--- src/rtl/divisor_8bits.sv ---
// divisor_8bits: sequential restoring divider, one quotient bit per clock.
// Results are registered on the FIM edge, so done rises together with Q/R/div_zero.
module divisor_8bits #(
    parameter int N = 8
) (
    input  logic         clk,
    input  logic         rst,
    input  logic         start,
    input  logic [N-1:0] A,
    input  logic [N-1:0] B,
    output logic [N-1:0] Q,
    output logic [N-1:0] R,
    output logic         busy,
    output logic         done,
    output logic         div_zero
);
    localparam int CW = $clog2(N + 1);

    typedef enum logic [1:0] {IDLE, CALC, FIM} state_t;

    state_t        r_state, w_next;
    logic [N-1:0]  r_a, r_b, r_rem;
    logic [CW-1:0] r_cnt;
    logic [N:0]    w_sh, w_sub;
    logic          w_ge, w_go, w_zero;

    // A start coinciding with the done pulse is dropped.
    assign w_go   = start && !done;
    assign w_sh   = {r_rem, r_a[N-1]};
    assign w_sub  = w_sh - {1'b0, r_b};
    assign w_ge   = w_sh >= {1'b0, r_b};
    assign w_zero = r_b == '0;
    assign busy   = r_state != IDLE;

    always_ff @(posedge clk or posedge rst) begin
        if (rst) r_state <= IDLE;
        else     r_state <= w_next;
    end

    always_comb begin
        w_next = r_state == IDLE ? (w_go ? (B == '0 ? FIM : CALC) : IDLE) :
                 r_state == CALC ? (r_cnt == CW'(1) ? FIM : CALC) : IDLE;
    end

    // r_a holds the dividend and collects quotient bits from the LSB side.
    always_ff @(posedge clk or posedge rst) begin
        if (rst) begin
            r_a      <= '0;
            r_b      <= '0;
            r_rem    <= '0;
            r_cnt    <= '0;
            Q        <= '0;
            R        <= '0;
            done     <= 1'b0;
            div_zero <= 1'b0;
        end else begin
            done <= r_state == FIM;
            if (r_state == IDLE && w_go) begin
                r_a   <= A;
                r_b   <= B;
                r_rem <= '0;
                r_cnt <= CW'(N);
            end
            if (r_state == CALC) begin
                r_a   <= {r_a[N-2:0], w_ge};
                r_rem <= w_ge ? w_sub[N-1:0] : w_sh[N-1:0];
                r_cnt <= r_cnt - CW'(1);
            end
            if (r_state == FIM) begin
                Q        <= w_zero ? '1 : r_a;
                R        <= w_zero ? r_a : r_rem;
                div_zero <= w_zero;
            end
        end
    end
endmodule

--- config.mk ---
export PLATFORM = sky130hd
export DESIGN_NAME = divisor_8bits
export DESIGN_NICKNAME = d
export VERILOG_FILES = /design/src/rtl/divisor_8bits.sv
export SDC_FILE = /design/constraint.sdc
export NUM_CORES = 1
export LEC_CHECK = 0
export ABC_AREA = 1
export BUFFER_PORTS_ARGS = -buffer_cell sky130_fd_sc_hd__buf_4
export CELL_PAD_IN_SITES_DETAIL_PLACEMENT = 0
export CELL_PAD_IN_SITES_GLOBAL_PLACEMENT = 2
export CORE_ASPECT_RATIO = 0.6
export CORE_UTILIZATION = 33
export DETAILED_ROUTE_END_ITERATION = 16
export PLACE_DENSITY = 0.84
export SETUP_SLACK_MARGIN = 0.4
export SYNTH_ARGS = -nofsm -noshare
export SYNTH_HDL_FRONTEND = slang
export SYNTH_SLANG_ARGS = --single-unit
--- constraint.sdc ---
create_clock -name clk -period 1.75 [get_ports clk]
set_input_delay 0.35 -clock clk [delete_from_list [all_inputs] [get_ports clk]]
set_output_delay 0.35 -clock clk [all_outputs]
set_load 0.005 [all_outputs]
# Word-level counts from Yosys, hierarchy flattened
# Index checks and enable logic that the tools add are counted.
op_classes:
  bitwise: 0
  multipliers: 0
  shift: 0
  magnitude_cmp: 1
  n_eq_ne: 3
  n_reduce_logical: 8
  addsub: 2
  mux: 14
  n_div: 0
ops:
  columns: ["operator", "count"]
  rows:
  - ["8-bit 2-to-1 mux", 7]
  - ["8-bit logical NOT", 2]
  - ["2-bit 2-to-1 mux", 5]
  - ["9-bit by 8-bit >= comparator with 1-bit output", 1]
  - ["4-bit 2-to-1 mux", 2]
  - ["8-bit subtractor", 1]
  - ["4-bit by 1-bit equality test with 1-bit output (second input constant)", 1]
  - ["2-bit nonzero test", 2]
  - ["4-bit by 1-bit subtractor with 4-bit output (second input constant)", 1]
  - ["2-bit by 1-bit equality test with 1-bit output (second input constant)", 1]
  - ["2-bit equality test (second input constant)", 1]
  - ["1-bit logical AND", 2]
  - ["2-bit logical NOT", 1]
  - ["1-bit logical NOT", 1]
totals:
  mem_count: 0
  in_bits: 19
  mem_bits_ro: 0
  word_cells: 37
  mem_bits_rw: 0
  out_inout_bits: 19
  latchBits: 0
  reg_bits: 48

# Longest topological paths before layout
logic_depth:
  ltp_word: 5
  mapped_depth: 12

# Least setup slack after synthesis
# Ideal clock, no wire load.
synth_path:
  kind: "register to register"
  start: "reg r_rem[1]"
  end: "reg r_a[0]"
  path_stages_with_launch: 9
  period_less_slack_ns: 1.584
  t_required_ns: 1.618
  setup_ns: 0.132
  arrival_ns: 1.452
  setup_slack_ns: 0.166
  path_buffers: 0
  path_cell_list: "dfrtp_1 > ha_1 > or2_1 > nand3_2 > nand2_1 > nand2_4 > nand2_8 > nand2_1 > o211ai_1"
synth_via:
  elab_chain_cells: 2
synth_rtl:
  columns: ["element", "line_no", "source"]
  rows:
  - ["from (decl)", "22", "logic [N-1:0] r_a, r_b, r_rem;"]
  - ["from (signal assigned)", "66", "r_rem <= w_ge ? w_sub[N-1:0] : w_sh[N-1:0];"]
  - ["9-bit by 8-bit >= comparator with 1-bit output", "31", "assign w_ge = w_sh >= {1'b0, r_b};"]
  - ["8-bit 2-to-1 mux", "64", "if (r_state == CALC) begin"]
  - ["to (signal assigned)", "65", "r_a <= {r_a[N-2:0], w_ge};"]
  - ["to (decl)", "22", null]
# No other way between the ends.
# A chain may end at the register's enable or synchronous reset.

# Worst setup path after layout
layout_path:
  start: "reg r_rem[2]"
  end: "reg r_rem[0]"
layout_via:
  elab_chain_cells: 3
layout_rtl:
  columns: ["element", "line_no"]
  rows:
  - ["9-bit by 8-bit >= comparator with 1-bit output", "31"]
  - ["8-bit 2-to-1 mux", "66"]
  - ["8-bit 2-to-1 mux", "64"]
# No other way between the ends.

==> flow_summary.json <==
{
  "final_common_cell": "nand2_1",
  "fin_ws_ps": 98.25,
  "final_util_pct": 51.64,
  "cts_root_buf": "clkbuf_16",
  "die_w_um": 115.5,
  "slew_viol_final": 0,
  "clk_path_buf_depth": 2,
  "antennaDiodeCount": 0,
  "ir_drop_mv": 0.7127,
  "start_util_pct": 34.55,
  "hold_viol": 0,
  "max_cap_violations": 0,
  "dp_hpwl_mm": 5.000,
  "drive_above_1_share_pct": 42.64,
  "cts_tree": "yes",
  "fin_nets": 416,
  "track_usage_pct": 19.42,
  "p_comb_share_pct": 63.6,
  "pwr-share-clk_pct": 12.5,
  "netSwitchingFraction_pct": 44.49,
  "place_ws_ps": -28.85,
  "placementRows": 24,
  "fin_worst_skew_ps": 3.593,
  "postRouteAntennaNets": 0,
  "routed_via_density": 4.916,
  "numPortBuffers": 37,
  "synth_area_sq_um": 2552,
  "status": "finished clean",
  "hold-worst-slack_ps": 110.7,
  "worst_slew_margin_rel_pct": 73.57,
  "p_leak_uw": 0.001809,
  "fin_area_sq_um": 3815,
  "dpl-instance-area_sq_um": 3139,
  "cts_hold_buf": 0,
  "antenna_found_initial": 0,
  "syn-mean-instance-area_sq_um": 8.129,
  "syn_inst": 314,
  "fill_cells": 712,
  "yosysWarnings": 0,
  "worstSetupPathType": "flop to flop",
  "p_per_area_nw_per_um2": 2339,
  "internal_power_uw": 4954,
  "ys_types": 32,
  "grt_pass1_vias": 2309,
  "ys_seq_elements": 48,
  "dieArea_sq_um": 8102,
  "io_pins": 38,
  "setup.worst_path.start_class": "flop",
  "clkTransAtPathRegs_ps": 70,
  "layout_common_cells": "57 x nand2_1, 55 x buf_4, 43 x dfrtp_1",
  "drt-initial-drc-count": 127,
  "hold_class": "input port to async pin",
  "core_sq_um": 7387,
  "syn_nets": 344,
  "grt_pass1_wl_mm": 11.82,
  "p_switching_uw": 3971,
  "grt_max_degree": 49,
  "cts.htree.levels": 2,
  "cp_max_fo": 5,
  "crit_arrival_ps": 1830,
  "rsz0062_at_grt": "true",
  "period_minus_slack_ps": 1652,
  "setup_viol": 0,
  "fmax_mhz": 605.4,
  "first_pass_iters": 5,
  "syn_to_final_growth_pct": 49.46,
  "seqPwrFrac_pct": 24.0,
  "drt-wirelength-per-cell_um": 14.98,
  "grt_overflow": 0,
  "dp.cells": 465,
  "cts_buffers": 5,
  "die_y_um": 70.13,
  "vias": 2414,
  "place.gp.congestion": 0.8478,
  "fin_cells": 491,
  "routed_wl_mm": 7.355,
  "critPathRequiredTime_ps": 1930,
  "post-route-drc-count": 0,
  "timing.final.crit_share_pct": 94.39,
  "cp-end-kind": "flop",
  "worst_slew_pin_slew_ps": 392.8,
  "synth_seq_area_share_pct": 47.06,
  "cts.sinks": 48,
  "clock_latency_ps": 290
}
kinds of logic (layout without fill, tap and decap cells):
family | after synthesis | after routing | synth area share, %
flops | 48 | 48 | 47.06
buf+inv | 53 | 123 | 8.529
fa+ha+maj | 11 | 11 | 5.686
xor+xnor | 3 | 3 | 1.030
compound gates | 57 | 57 | 12.11
simple gates | 142 | 145 | 25.59
critical path, cell delays in order, from the launching register on:
cell and delay (ps):
dfrtp_2 440, ha_4 310, nand2_4 50, nor2_4 130
nand3_2 80, nor2b_4 140, buf_12 140, nand2_8 70
nand2_1 60, nand3_2 60, nand2_1 60
cell type report:
| cell class | count | area [sq um] | share of cell area [%] |
|---|---|---|---|
| Inverter | 46 | 178.9 | 4.690 |
| Clock buffer | 5 | 125.1 | 3.280 |
| Sequential cell | 48 | 1207 | 31.65 |
| Timing Repair Buffer | 69 | 614.3 | 16.10 |
| Clock inverter | 3 | 42.54 | 1.115 |
| Tap cell | 104 | 130.1 | 3.411 |
| Multi-Input combinational cell | 216 | 1516 | 39.75 |
cell usage after synthesis:
cell | number | area share [%]
buf_6 | 2 | 0.88
o211ai_1 | 1 | 0.29
dfrtp_1 | 48 | 47
nand4_1 | 3 | 0.74
o21ai_1 | 2 | 0.39
ha_1 | 10 | 4.9
fa_1 | 1 | 0.78
inv_1 | 44 | 6.5
clkbuf_1 | 2 | 0.29
buf_2 | 3 | 0.59
nand2_4 | 1 | 0.44
or2_1 | 1 | 0.25
xor2_1 | 2 | 0.69
nor3_1 | 1 | 0.20
xnor2_1 | 1 | 0.34
nand2_1 | 74 | 11
nor2_1 | 26 | 3.8
o21ai_0 | 35 | 6.9
or3_1 | 1 | 0.25
a22oi_1 | 7 | 2.1
nand3_1 | 18 | 3.5
o31ai_1 | 1 | 0.29
nor2b_4 | 1 | 0.54
nand3_2 | 1 | 0.39
a21oi_1 | 10 | 2.0
nand3b_1 | 7 | 2.1
nand2_2 | 1 | 0.25
nor4_1 | 1 | 0.25
nor2_2 | 5 | 1.2
inv_2 | 2 | 0.29
nand2_8 | 1 | 0.78
o22ai_1 | 1 | 0.25
through the flow:
step                power [uW]  TNS (ps)
global placement          6110    -104.4
detailed placement        6088    -28.85
CTS                       7955         0
global route              9656         0
finish                    8925         0
floorplan                 4771         0
power groups by stage:
stage,Combinational (uW),Clock [uW],Sequential [uW]
floorplan,2770,0,2000
global placement,4030,0,2080
detailed placement,4000,0,2090
CTS,4740,1130,2090
global route,6280,1170,2210
finish,5670,1110,2140
worst paths after layout:
kind / cells past startpoint / slack [ps] / end / start
hold reg to reg: 1 / 480 / r_cnt[3] / r_cnt[3]
hold / removal: 3 / 110 / done / rst
min in group clk: 3 / 280 / r_a[5] / A[5]
max in group asynchronous: 3 / 1390 / r_rem[1] / rst
setup / recovery: 10 / 100 / r_rem[0] / r_rem[2]
setup reg to reg: 10 / 100 / r_rem[0] / r_rem[2]
state kept, by name, summed over array words and instances, names as in the netlist:
signal    flops
r_rem         8
r_a           8
done          1
R             8
r_state       2
r_cnt         4
r_b           8
div_zero      1
Q             8
per-layer routing:
layer	track usage, %	up-vias	wire length [um]
met5	0	-	0
met4	4.329	0	59
met3	5.035	6	485
met2	25.48	79	2954
met1	30.91	1163	3856
li1	-	1166	-
timing repair:
action                     in CTS  in global routing
buffers inserted                9                  4
setup endpoints to repair      36                 37
pin swaps                      10                 13
cloned                          3                  2
resized for setup              31                 67
No activity file was read; power rests on OpenSTA's default activity.
